$ cat config.mk
export PLATFORM = sky130hd
export DESIGN_NAME = ep0_std_request_engine
export DESIGN_NICKNAME = d
export VERILOG_FILES = /design/src/rtl/ep0_pkg.sv /design/src/rtl/ep0_req_decode.sv /design/src/rtl/ep0_std_request_engine.sv
export SDC_FILE = /design/constraint.sdc
export NUM_CORES = 1
export LEC_CHECK = 0
export BUFFER_PORTS_ARGS = -buffer_cell sky130_fd_sc_hd__buf_2
export CAP_MARGIN = 0
export CORE_UTILIZATION = 57
export CTS_CLUSTER_DIAMETER = 60
export DETAILED_ROUTE_END_ITERATION = 8
export PLACE_DENSITY = 0.9
export REMOVE_ABC_BUFFERS = 1
export SYNTH_ARGS = -nofsm -noshare
export SYNTH_HDL_FRONTEND = slang
export SYNTH_SLANG_ARGS = --single-unit
$ cat constraint.sdc
create_clock -name clk -period 6 [get_ports clk]
set_clock_uncertainty 0.05 [all_clocks]
set_input_delay 0 -clock clk [delete_from_list [all_inputs] [get_ports clk]]
set_output_delay 0 -clock clk [all_outputs]
set_load 0.02 [all_outputs]
$ cat src/rtl/ep0_pkg.sv
// Shared constants and types for the EP0 standard-request engine.
// Request codes, descriptor types, FSM state encodings and the decoded-request record.
package ep0_pkg;

    localparam logic [7:0] REQ_GET_STATUS        = 8'h00;
    localparam logic [7:0] REQ_SET_ADDRESS       = 8'h05;
    localparam logic [7:0] REQ_GET_DESCRIPTOR    = 8'h06;
    localparam logic [7:0] REQ_GET_CONFIGURATION = 8'h08;
    localparam logic [7:0] REQ_SET_CONFIGURATION = 8'h09;

    localparam logic [7:0] BMRT_DEV_IN  = 8'h80;
    localparam logic [7:0] BMRT_IF_IN   = 8'h81;
    localparam logic [7:0] BMRT_EP_IN   = 8'h82;
    localparam logic [7:0] BMRT_DEV_OUT = 8'h00;

    localparam logic [7:0] DESC_DEVICE = 8'h01;
    localparam logic [7:0] DESC_CONFIG = 8'h02;
    localparam logic [7:0] DESC_STRING = 8'h03;

    localparam logic [3:0] ST_IDLE     = 4'd0;
    localparam logic [3:0] ST_DECODE   = 4'd1;
    localparam logic [3:0] ST_LENRD    = 4'd2;
    localparam logic [3:0] ST_FETCH    = 4'd3;
    localparam logic [3:0] ST_PRESENT  = 4'd4;
    localparam logic [3:0] ST_PKT_WAIT = 4'd5;
    localparam logic [3:0] ST_ZLP      = 4'd6;
    localparam logic [3:0] ST_STATUS   = 4'd7;
    localparam logic [3:0] ST_DONE     = 4'd8;
    localparam logic [3:0] ST_STALL    = 4'd9;

    typedef enum logic [2:0] {
        KIND_ROM,
        KIND_STATUS,
        KIND_SET_ADDR,
        KIND_SET_CFG,
        KIND_STALL
    } req_kind_e;

    typedef struct packed {
        req_kind_e   kind;
        logic        stall;
        logic        need_lenrd;
        logic [15:0] fixed_len;
        logic [7:0]  stat_b0;
        logic [6:0]  new_addr;
        logic [7:0]  new_cfg;
    } req_dec_t;

endpackage

$ cat src/rtl/ep0_req_decode.sv
// Registered SETUP decode: classifies the request and picks the ROM base / fixed length.
module ep0_req_decode
    import ep0_pkg::*;
#(
    parameter int ROM_AW       = 10,
    parameter int NUM_STRINGS  = 4,
    parameter int SELF_POWERED = 0
) (
    input  logic                          clk,
    input  logic                          reset,
    input  logic                          load,
    input  logic [7:0]                    bm_request_type,
    input  logic [7:0]                    b_request,
    input  logic [15:0]                   w_value,
    input  logic [ROM_AW-1:0]             desc_dev_offset,
    input  logic [ROM_AW-1:0]             desc_cfg_offset,
    input  logic [15:0]                   desc_cfg_len,
    input  logic [NUM_STRINGS*ROM_AW-1:0] desc_str_offset,
    input  logic [7:0]                    cfg_value,
    output req_dec_t                      dec,
    output logic [ROM_AW-1:0]             base
);

    req_dec_t          d;
    logic [ROM_AW-1:0] d_base;
    logic [ROM_AW-1:0] str_base;
    logic              str_ok;

    always_comb begin
        str_base = '0;
        str_ok   = 1'b0;
        for (int i = 0; i < NUM_STRINGS; i++) begin
            if (w_value[7:0] == 8'(i)) begin
                str_base = desc_str_offset[i*ROM_AW +: ROM_AW];
                str_ok   = 1'b1;
            end
        end

        d       = '0;
        d.kind  = KIND_STALL;
        d.stall = 1'b1;
        d_base  = '0;
        if (bm_request_type == BMRT_DEV_IN && b_request == REQ_GET_DESCRIPTOR) begin
            case (w_value[15:8])
                DESC_DEVICE: begin
                    d.kind = KIND_ROM; d.stall = 1'b0; d.need_lenrd = 1'b1;
                    d_base = desc_dev_offset;
                end
                DESC_CONFIG: begin
                    d.kind = KIND_ROM; d.stall = 1'b0; d.fixed_len = desc_cfg_len;
                    d_base = desc_cfg_offset;
                end
                DESC_STRING: begin
                    if (str_ok) begin
                        d.kind = KIND_ROM; d.stall = 1'b0; d.need_lenrd = 1'b1;
                        d_base = str_base;
                    end
                end
                default: ;
            endcase
        end else if (bm_request_type == BMRT_DEV_IN && b_request == REQ_GET_CONFIGURATION) begin
            d.kind = KIND_STATUS; d.stall = 1'b0; d.fixed_len = 16'd1;
            d.stat_b0 = cfg_value;
        end else if (b_request == REQ_GET_STATUS && (bm_request_type == BMRT_DEV_IN ||
                     bm_request_type == BMRT_IF_IN || bm_request_type == BMRT_EP_IN)) begin
            d.kind = KIND_STATUS; d.stall = 1'b0; d.fixed_len = 16'd2;
            d.stat_b0 = (bm_request_type == BMRT_DEV_IN && SELF_POWERED != 0) ? 8'h01 : 8'h00;
        end else if (bm_request_type == BMRT_DEV_OUT && b_request == REQ_SET_ADDRESS) begin
            d.kind = KIND_SET_ADDR; d.stall = 1'b0; d.new_addr = w_value[6:0];
        end else if (bm_request_type == BMRT_DEV_OUT && b_request == REQ_SET_CONFIGURATION &&
                     w_value[7:0] <= 8'd1) begin
            d.kind = KIND_SET_CFG; d.stall = 1'b0; d.new_cfg = w_value[7:0];
        end
    end

    always_ff @(posedge clk) begin
        if (reset) begin
            dec  <= '0;
            base <= '0;
        end else if (load) begin
            dec  <= d;
            base <= d_base;
        end
    end

endmodule

$ cat src/rtl/ep0_std_request_engine.sv
// EP0 standard-request engine: streams descriptor/status bytes in MAX_PKT packets with
// ZLP and checkpoint/rewind, and owns the device address and configuration.
module ep0_std_request_engine
    import ep0_pkg::*;
#(
    parameter int MAX_PKT      = 8,
    parameter int ROM_AW       = 10,
    parameter int NUM_STRINGS  = 4,
    parameter int SELF_POWERED = 0
) (
    input  logic                          clk,
    input  logic                          reset,
    input  logic                          clear_request,
    input  logic                          req_valid,
    input  logic [7:0]                    bm_request_type,
    input  logic [7:0]                    b_request,
    input  logic [15:0]                   w_value,
    input  logic [15:0]                   w_index,
    input  logic [15:0]                   w_length,
    output logic [7:0]                    out_byte,
    output logic                          out_byte_valid,
    output logic                          out_byte_last,
    input  logic                          out_byte_ack,
    input  logic                          commit_write,
    input  logic                          reset_write,
    output logic [ROM_AW-1:0]             rom_addr,
    input  logic [7:0]                    rom_data,
    input  logic [ROM_AW-1:0]             desc_dev_offset,
    input  logic [ROM_AW-1:0]             desc_cfg_offset,
    input  logic [15:0]                   desc_cfg_len,
    input  logic [NUM_STRINGS*ROM_AW-1:0] desc_str_offset,
    output logic [6:0]                    dev_address,
    output logic                          dev_configured,
    output logic [7:0]                    cfg_value,
    output logic                          req_stall
);

    localparam int         PW       = $clog2(MAX_PKT);
    localparam logic [7:0] PKT_LAST = 8'(MAX_PKT - 1);

    req_dec_t          dec;
    logic [ROM_AW-1:0] dec_base;
    logic [3:0]        state;
    logic [15:0]       index, checkpoint, desc_len, xfer_len;
    logic [7:0]        pkt_cnt;
    logic [1:0]        phase;
    logic              at_end, last_byte, zlp_need;
    logic [3:0]        fetch_st, end_st;
    logic              unused_bits;

    // wIndex carries LANGID/recipient ids that this engine does not interpret
    assign unused_bits = ^w_index;

    ep0_req_decode #(
        .ROM_AW(ROM_AW), .NUM_STRINGS(NUM_STRINGS), .SELF_POWERED(SELF_POWERED)
    ) u_decode (
        .clk(clk), .reset(reset),
        .load(state == ST_IDLE && req_valid && !clear_request),
        .bm_request_type(bm_request_type), .b_request(b_request), .w_value(w_value),
        .desc_dev_offset(desc_dev_offset), .desc_cfg_offset(desc_cfg_offset),
        .desc_cfg_len(desc_cfg_len), .desc_str_offset(desc_str_offset),
        .cfg_value(cfg_value), .dec(dec), .base(dec_base)
    );

    assign xfer_len  = (desc_len < w_length) ? desc_len : w_length;
    assign at_end    = index >= xfer_len;
    assign last_byte = (pkt_cnt == PKT_LAST) || (index == xfer_len - 16'd1);
    assign zlp_need  = (xfer_len < w_length) && (xfer_len[PW-1:0] == '0);
    assign fetch_st  = (dec.kind == KIND_STATUS) ? ST_STATUS : ST_FETCH;
    assign end_st    = zlp_need ? ST_ZLP : ST_DONE;

    always_ff @(posedge clk) begin
        if (reset || clear_request || !req_valid) begin
            state          <= ST_IDLE;
            index          <= '0;
            checkpoint     <= '0;
            pkt_cnt        <= '0;
            desc_len       <= '0;
            phase          <= '0;
            out_byte       <= '0;
            out_byte_valid <= 1'b0;
            out_byte_last  <= 1'b0;
            rom_addr       <= '0;
            // a dropped req_valid aborts the transfer but a stall stays visible
            if (reset || clear_request) req_stall <= 1'b0;
        end else begin
            case (state)
                ST_IDLE: state <= ST_DECODE;
                ST_DECODE: begin
                    index      <= '0;
                    checkpoint <= '0;
                    pkt_cnt    <= '0;
                    phase      <= '0;
                    desc_len   <= dec.fixed_len;
                    if (dec.stall) begin
                        req_stall <= 1'b1;
                        state     <= ST_STALL;
                    end else if (dec.kind == KIND_SET_ADDR || dec.kind == KIND_SET_CFG) begin
                        state <= ST_DONE;
                    end else if (dec.kind == KIND_STATUS) begin
                        state <= ST_STATUS;
                    end else if (dec.need_lenrd) begin
                        rom_addr <= dec_base;
                        state    <= ST_LENRD;
                    end else begin
                        state <= ST_FETCH;
                    end
                end
                ST_LENRD: begin
                    phase <= phase + 2'd1;
                    if (phase == 2'd1) begin
                        desc_len <= {8'h00, rom_data};
                        phase    <= '0;
                        state    <= ST_FETCH;
                    end
                end
                ST_FETCH: begin
                    if (phase == 2'd0 && at_end) begin
                        out_byte_last <= zlp_need;
                        state         <= end_st;
                    end else if (phase == 2'd0) begin
                        rom_addr <= dec_base + index[ROM_AW-1:0];
                        phase    <= 2'd1;
                    end else if (phase == 2'd1) begin
                        phase <= 2'd2;
                    end else begin
                        out_byte       <= rom_data;
                        out_byte_valid <= 1'b1;
                        out_byte_last  <= last_byte;
                        phase          <= '0;
                        state          <= ST_PRESENT;
                    end
                end
                ST_STATUS: begin
                    if (at_end) begin
                        out_byte_last <= zlp_need;
                        state         <= end_st;
                    end else begin
                        out_byte       <= (index == 16'd0) ? dec.stat_b0 : 8'h00;
                        out_byte_valid <= 1'b1;
                        out_byte_last  <= last_byte;
                        state          <= ST_PRESENT;
                    end
                end
                ST_PRESENT: begin
                    if (reset_write) begin
                        out_byte_valid <= 1'b0;
                        out_byte_last  <= 1'b0;
                        index          <= checkpoint;
                        pkt_cnt        <= '0;
                        state          <= fetch_st;
                    end else if (out_byte_ack) begin
                        out_byte_valid <= 1'b0;
                        out_byte_last  <= 1'b0;
                        index          <= index + 16'd1;
                        pkt_cnt        <= pkt_cnt + 8'd1;
                        state          <= out_byte_last ? ST_PKT_WAIT : fetch_st;
                    end
                end
                ST_PKT_WAIT: begin
                    if (commit_write) begin
                        checkpoint <= index;
                        pkt_cnt    <= '0;
                        state      <= fetch_st;
                    end else if (reset_write) begin
                        index   <= checkpoint;
                        pkt_cnt <= '0;
                        state   <= fetch_st;
                    end
                end
                ST_ZLP: begin
                    if (out_byte_ack) begin
                        out_byte_last <= 1'b0;
                        state         <= ST_DONE;
                    end
                end
                default: ;
            endcase
        end
    end

    // Address only moves after the status stage; configuration applies at decode
    always_ff @(posedge clk) begin
        if (reset) begin
            dev_address    <= '0;
            cfg_value      <= '0;
            dev_configured <= 1'b0;
        end else if (!clear_request && req_valid) begin
            if (state == ST_DECODE && !dec.stall && dec.kind == KIND_SET_CFG) begin
                cfg_value      <= dec.new_cfg;
                dev_configured <= |dec.new_cfg;
            end
            if (state == ST_DONE && commit_write && dec.kind == KIND_SET_ADDR)
                dev_address <= dec.new_addr;
        end
    end

endmodule
## Word level (Yosys, flattened, before mapping)

Cells that the tools add are included.

- Bits in registers: 153
- Logic and storage cells: 233
- Input bits: 155

- $lt $le $gt $ge: 4
- Reduce and logical (&&, ||, !) cells: 57
- Eq/ne operators: 46
- $add $sub $neg: 5
- Muxes and demuxes: 99

Operator list:

| cell | number |
|---|---|
| $mux W16 | 9 |
| $mux W10 | 13 |
| $mux W8 | 11 |
| $mux W4 | 18 |
| $pmux W16 S2 | 2 |
| $pmux W16 S3 | 1 |
| $eq A8 B2 Y1 const B | 4 |
| $lt A16 B16 Y1 | 2 |
| $pmux W4 S8 | 1 |
| $mux W15 | 2 |
| $pmux W10 S3 | 1 |
| $ne A2 B2 Y1 const B | 14 |
| $eq A8 B3 Y1 const B | 3 |
| $eq A8 B8 Y1 const B | 3 |
| $logic_not A8 Y1 | 3 |
| $mux W24 | 1 |
| $pmux W8 S3 | 1 |
| $mux W23 | 1 |
| $mux W1 | 22 |
| $pmux W10 S2 | 1 |
| $add A16 B1 Y16 const B | 1 |
| $eq A16 B16 Y1 | 1 |
| $eq A4 B3 Y1 const B | 4 |
| $eq A8 B1 Y1 const B | 2 |
| 44 further kinds | 90 |

## Logic depth before layout (Yosys ltp)

Gate-level depths: netlist of run 1.

- Word-level depth: 9
- Gate-level depth with buffers: 22
- Depth with buffers taken out: 19

## By module

Synthesis of run 1 repeated with hierarchy kept, for this count alone.

- Cells, all modules: 1270
- Area, all modules: 10013.4 µm²

Modules (own cells, without submodules):

| module | area each (µm²) | instances | cells an instance |
|---|---|---|---|
| ep0_std_request_engine | 7507.2 | 1 | 1006 |
| ep0_req_decode | 2506.2 | 1 | 264 |

## Least setup slack after synthesis of run 1

OpenSTA, ideal clock, no wires.

- Path type: flip-flop to flip-flop
- From: reg desc_len[11]
- To: reg out_byte[1]
- Cell stages (with the launch flop): 22
- Library setup time: 80 ps
- Setup slack: 1606 ps
- Clock period less this slack: 4394 ps
- Data arrival time: 4264 ps
- Path through: dfxtp_1 ha_1 a21oi_1 o21ai_0 a211o_1 nor2_1 clkbuf_1 buf_1 nor2_1 a21oi_1 ha_1 a21o_1 a21o_1 a21o_1 a211oi_1 o21ai_0 a31oi_4 a22o_1 buf_2 buf_6 nor2_1 a211oi_2

- Word-level cells in the longest chain between the ends: 6
- Elaborated cells on any way between the ends: 7

Ends and longest elaborated chain:

| item | RTL line | RTL |
|---|---|---|
| from (decl) | ep0_std_request_engine.sv:44 | `logic [15:0] index, checkpoint, desc_len, xfer_len;` |
| from (signal assigned) | ep0_std_request_engine.sv:94 | `desc_len <= dec.fixed_len;` |
| from (signal assigned) | ep0_std_request_engine.sv:112 | `desc_len <= {8'h00, rom_data};` |
| $lt A16 B16 Y1 | ep0_std_request_engine.sv:65 | `assign xfer_len = (desc_len < w_length) ? desc_len : w_length;` |
| $mux W16 (*) | ep0_std_request_engine.sv:65 |  |
| $ge A16 B16 Y1 (*) | ep0_std_request_engine.sv:66 | `assign at_end = index >= xfer_len;` |
| $logic_and A1 B1 Y1 | ep0_std_request_engine.sv:118 | `if (phase == 2'd0 && at_end) begin` |
| $ne A2 B2 Y1 (no source line) | -- |  |
| $reduce_and A5 Y1 (no source line) (*) | -- |  |
| to (signal assigned) | ep0_std_request_engine.sv:127 | `out_byte <= rom_data;` |
| to (signal assigned) | ep0_std_request_engine.sv:139 | `out_byte <= (index == 16'd0) ? dec.stat_b0 : 8'h00;` |
| to (decl) | ep0_std_request_engine.sv:20 | `output logic [7:0] out_byte,` |

Mark *: on every way between the ends. The rest lies on a longest branch, timed or not.
A chain may end at the register's enable or synchronous reset.

## Worst setup path in the final report of run 1

- From: reg desc_len[11]
- To: reg out_byte[4]

The elaborated chain is that of the path after synthesis.

==> results of run 1 <==
[registers in the layout (all words and copies together), names as in the netlist]
name	cells
desc_len	16
state	4
dev_configured	1
out_byte_valid	1
index	16
cfg_value	8
out_byte_last	1
pkt_cnt	8
req_stall	1
phase	2
out_byte	8
rom_addr	10
dev_address	7
checkpoint	16
u_decode.dec	43
u_decode.base	10
[cell families after synthesis]
logic type,Yosys count,synth area share
compound gates,345,0.254
xor+xnor,35,0.0311
fa+ha+maj,60,0.0766
buf+inv,134,0.0537
flops,152,0.310
mux,44,0.0462
simple gates,486,0.228
[synthesized netlist by cell type, types with 15 or more instances]
master      n
dfxtp_1   151
nor2b_1    15
a21o_1     15
a21oi_1    79
a211oi_1   25
mux2i_1    32
inv_1      53
a22oi_1    83
o21ai_0    35
nand3_1    46
xnor2_1    23
clkbuf_1   71
ha_1       58
nor2_1    187
nand2_1   111
nor3_1     32
[power by group]
part           internal [mW]  switching (mW)  leakage [nW]
combinational          0.101           0.127          3.48
clock                  0.667           0.473         0.305
sequential              1.01         0.00580          1.23
[metal layers]
layer | part of all wire | track usage | vias up
li1 | - | - | 4937
met1 | 0.38 | 0.411 | 5038
met2 | 0.48 | 0.593 | 682
met3 | 0.092 | 0.0769 | 152
met4 | 0.047 | 0.199 | 0
met5 | 0 | 0 | -
[stage by stage]
stage	utilization	hold WS, ns	cells
final	0.715	0.0395	1674
after global routing	0.715	0.0494	1673
after global placement	0.645	0.184	1586
after CTS	0.715	0.0301	1672
after detailed placement	0.645	0.197	1586
after floorplan	-	0.0191	1176
[cells in the final DEF (no fill, tap or decap), types with 5 or more instances in the layout]
master           n
a21oi_1         79
nor2_1         187
o21ai_0         35
o211ai_1         9
and3_1          14
nand2b_1        11
nor2b_1         15
o22ai_1          5
mux2i_1         32
mux2_2          12
buf_2          175
buf_4           15
clkinv_4         5
a211oi_2        12
a22oi_1         83
dlygate4sd3_1   54
nor4_1          13
o31ai_1          9
o21a_1          10
nor3_1          31
nand3_1         46
or4_1            5
dfxtp_1        151
nand4b_1         5
nand4_1         13
a211oi_1        24
ha_1            58
xnor2_1         23
inv_1           53
clkbuf_16       17
nand2_1        111
and2_1          12
xor2_1          12
or2_2            6
o221ai_1        11
a21o_1          15
and4_1           5
[worst max-delay path: cells and delay by family (launching register included)]
kind	cells	cell delay (ns)
adders and majority gates	2	0.64
and+or+nand+nor	3	0.45
DFF	1	0.52
buffers and inverters	2	0.60
AOI/OAI and AO/OA	12	3.05
[layout make-up]
cell class,instances,share of cell area
clock inverter,14,0.0159
inverter,54,0.0169
tap,220,0.0230
multi-input combinational,970,0.526
antenna,2,0.000418
timing repair buffer,244,0.128
sequential,152,0.255
clock buffer,18,0.0358
[worst max-delay path by stage]
stage | cells after the start | endpoint
finish | 19 | out_byte[4]
CTS | 19 | out_byte[1]
detailed placement | 19 | out_byte[1]
floorplan | 16 | rom_addr[8]
global placement | 19 | out_byte[6]
global route | 19 | out_byte[4]
==> results.cfg, run 1 <==
[run_status]
status = complete, no violations

[logic_synthesis]
synth_edf_count = 1
synth_area_um2 = 9860
synthArstFlopShare = 0
ys.flop_type = dfxtp_1
yosysTopAreaCell = dfxtp_1
ys_types = 73
synth_top_area_share = 0.307
synthTopCellsByArea = dfxtp_1 (31%), ha_1 (7.4%), nor2_1 (7.1%), a22oi_1 (6.3%), nand2_1 (4.2%)
yosys_warnings = 0
yosys_register_bits = 152
ys_seq_area_frac = 0.310
netlist_instances = 1256
synth_area_per_cell_um2 = 7.85

[setup_path]
worstSetupPathType = flip-flop to flip-flop
cp_slowest_stage_delay_ns = 0.55
cp_data_arrival_time_ns = 5.71
cp_cell_sequence = ha_1 -> a21oi_1 -> o21ai_0 -> a211o_1 -> nor2_1 -> buf_4 -> nor2_1 -> a21oi_1 -> ha_1 -> a21o_1 -> a21o_1 -> a21o_1 -> a211oi_1 -> o21ai_0 -> a31oi_4 -> a22o_1 -> buf_4 -> nor2_1 -> a211oi_2
crit_fanout = 27
reg2reg_to = out_byte[4]
reg2reg_depth = 19
cp-start-kind = flip-flop
slowest_stage = a211o_1
crit_path_end_kind = flip-flop
rrSetupSlack_ns = 0.59
required_ns = 6.30
crit_start = desc_len[11]
r2r_start = desc_len[11]

[finish]
syn2layout_area_growth_pct = 21.5
regArea_um2 = 3050
fin_nets = 1653
fillerInstances = 1181
final_cell_area_um2 = 12000
drive_gt1_frac = 0.186
multi_input_area_um2 = 6300

[power_and_ir_drop]
finalPower_mw = 2.39
powerDensity_nw_per_um2 = 199
ir_drop_mv = 0.224
cellLeakagePower_nw = 5.01

[routing]
drcViolationCount = 0
firstDrtPassIters = 6
avgViaCountPerCell = 6.46
ant_nets = 0
dr.first_iter.drc_count = 1319
wl_per_cell_um = 18.6
num_vias = 10809
routed_wl_um = 31200

[place]
gp_congestion = 0.930
hpwl_um = 20500
dpl_cell_area_um2 = 10800
io_buffers = 175
dp_slack_ns = 0.922

[die]
start_util = 0.588
core_um2 = 16800
dieArea_um2 = 17800
dieHeight_um = 134
fp-row-count = 47
io_pins = 192
fp.dieW_um = 134

[timing]
min_period_ns = 5.41
tightest_slew_ns = 1.36
fin_crit_sh = 0.902
max-slew-margin-rel = 0.0890
rsz0062_at_grt = false
setup_violations = 0
tns_ns = 0
slew_violations = 0
max_freq_mhz = 185
finalHoldViolCount = 0
worst_slack_ns = 0.590

[clocking]
htree_levels = 4
cts_resized = 0
root_buffer = clkbuf_16
clockBufferDepth = 2
cts_tree = done
numCtsBuffers = 17
cts.reportedPaths.clkPinSlew_ns = 0.07
cts_setup_buffers = 0
clk_latency_ns = 0.44
cts_hold_buffers = 54
clock-sinks = 152

[global_routing]
grt_pass1_vias = 10381
grt_overflow = 0
grt_antenna_before_repair = 1
grt_pass1_wl_um = 50200
grt_usage = 0.351
grt_max_degree = 71

[run]
cap_violations = 0

[worst_hold_path]
min_path_type = primary input to flip-flop
hold_end = out_byte_valid
min_delay_path_depth = 3
min-delay-start = reset_write
(Power assumes the default switching activity.)
==> run 2: changes to the inputs <==
Clock period 6 ns to 5.55 ns, I/O delays scaled along.
==> results.cfg, run 2 (synthesis gave the netlist of run 1 again) <==
[clocking]
cts_hold_buffers = 54
root_buffer = clkbuf_16
clock-sinks = 152
htree_levels = 4
cts_tree = done
clk_latency_ns = 0.44
numCtsBuffers = 17
clockBufferDepth = 2
cts_setup_buffers = 0
cts.reportedPaths.clkPinSlew_ns = 0.06
cts_resized = 0

[routing]
wl_met1_um = 12300
dr_wl_met3_um = 2790
ant_nets = 0
avgViaCountPerCell = 6.35
wl_per_cell_um = 18.6
firstDrtPassIters = 6
routed_wl_um = 31300
dr.first_iter.drc_count = 1277
num_vias = 10674
wl_met2_um = 14900
drcViolationCount = 0
top_layer_used = met4

[setup_path]
required_ns = 5.85
crit_start = desc_len[11]
crit_fanout = 17
cp-start-kind = flip-flop
r2r_start = desc_len[11]
rrSetupSlack_ns = 0.76
worstSetupPathType = flip-flop to flip-flop
cp_data_arrival_time_ns = 5.08
reg2reg_to = out_byte[2]
reg2reg_depth = 20
crit_path_end = out_byte[2]
crit_path_end_kind = flip-flop

[timing]
worst_slack_ns = 0.765
holdWs_ns = 0.0428
tightest_slew_ns = 1.34
rsz0062_at_grt = false
slew_violations = 0
tns_ns = 0
max-slew-margin-rel = 0.0994
fin_crit_sh = 0.862
min_period_ns = 4.79
finalHoldViolCount = 0
max_freq_mhz = 209
setup_violations = 0

[place]
dp_slack_ns = 0.866
dpl_cell_area_um2 = 10900
io_buffers = 175
placedCellCount = 1593
hpwl_um = 21000
gp_congestion = 0.945

[die]
fp-row-count = 47
io_pins = 192
dieHeight_um = 134
start_util = 0.588
dieArea_um2 = 17800
fp.dieW_um = 134
core_um2 = 16800

[power_and_ir_drop]
powerDensity_nw_per_um2 = 212
ir_drop_mv = 0.207
finalPower_mw = 2.56
cellLeakagePower_nw = 5.04

[finish]
syn2layout_area_growth_pct = 22.2
final_cell_area_um2 = 12000
layout_common_cells = nor2_1 (187), buf_2 (175), dfxtp_1 (151), nand2_1 (111), a22oi_1 (83)
fillerInstances = 1190
fin_cells = 1681
drive_gt1_frac = 0.190
final_common_cell = nor2_1
fin_nets = 1660
utilization = 0.719
largest_reg_flops = 43
regMostFlops = u_decode.dec

[global_routing]
grt_usage = 0.355
grt_antenna_before_repair = 2
grt_pass1_vias = 10320
grt_pass1_wl_um = 50800
grt_max_degree = 72
grt_overflow = 0

[worst_hold_path]
min_path_type = primary input to flip-flop

[run]
cap_violations = 0

[run_status]
status = complete, no violations
[run 2: cell count changes in the layout (fill, tap and decap cells not counted), sizes merged]
cell | previous run | this run
inv | 58 | 54
buf | 190 | 197
clkinvlp | 0 | 1
clkbuf | 18 | 22
bufinv | 3 | 2
[run 2: worst min-delay path by stage]
stage,from,end,slack (ns),depth (start not counted)
global placement,desc_cfg_len[12],u_decode.dec[35],0.18,3
detailed placement,desc_cfg_len[8],u_decode.dec[31],0.19,3
floorplan,reset,cfg_value[0],0.02,1
finish,reset_write,out_byte_valid,0.04,3
CTS,reset_write,out_byte_valid,0.03,3
global route,reset_write,out_byte_valid,0.06,3
[run 2: layout make-up]
class | instances | area [um2] | share of cell area
antenna | 2 | 5.00 | 0.000415
clock buffer | 22 | 495 | 0.0411
clock inverter | 10 | 114 | 0.00945
inverter | 54 | 203 | 0.0168
multi-input combinational | 970 | 6300 | 0.523
sequential | 152 | 3050 | 0.253
tap | 220 | 275 | 0.0228
timing repair buffer | 251 | 1610 | 0.133
[run 2: critical path: stages, from the launching register on]
cell,delay [ns]
dfxtp_1,0.50
ha_1,0.32
a21oi_1,0.14
o21ai_0,0.14
a211o_1,0.32
buf_4,0.20
nor2_1,0.15
buf_4,0.25
nor2_1,0.06
a21oi_1,0.20
ha_1,0.29
a21o_1,0.17
a21o_1,0.17
a21o_1,0.17
a211oi_1,0.22
o21ai_0,0.25
a31oi_4,0.33
a22o_1,0.29
buf_12,0.18
nor2_1,0.07
a211oi_2,0.21
[run 2: routing by layer]
metal / global-route usage / vias to the layer above
met3: 0.0704 / 127
met1: 0.433 / 4962
met4: 0.191 / 0
met2: 0.588 / 635
li1: - / 4950
met5: 0 / -
[run 2: report_power, final]
part           leakage (nW)  switching, mW  internal, mW
Sequential             1.23        0.00636          1.10
Clock                 0.301          0.483         0.724
Combinational          3.52          0.138         0.111
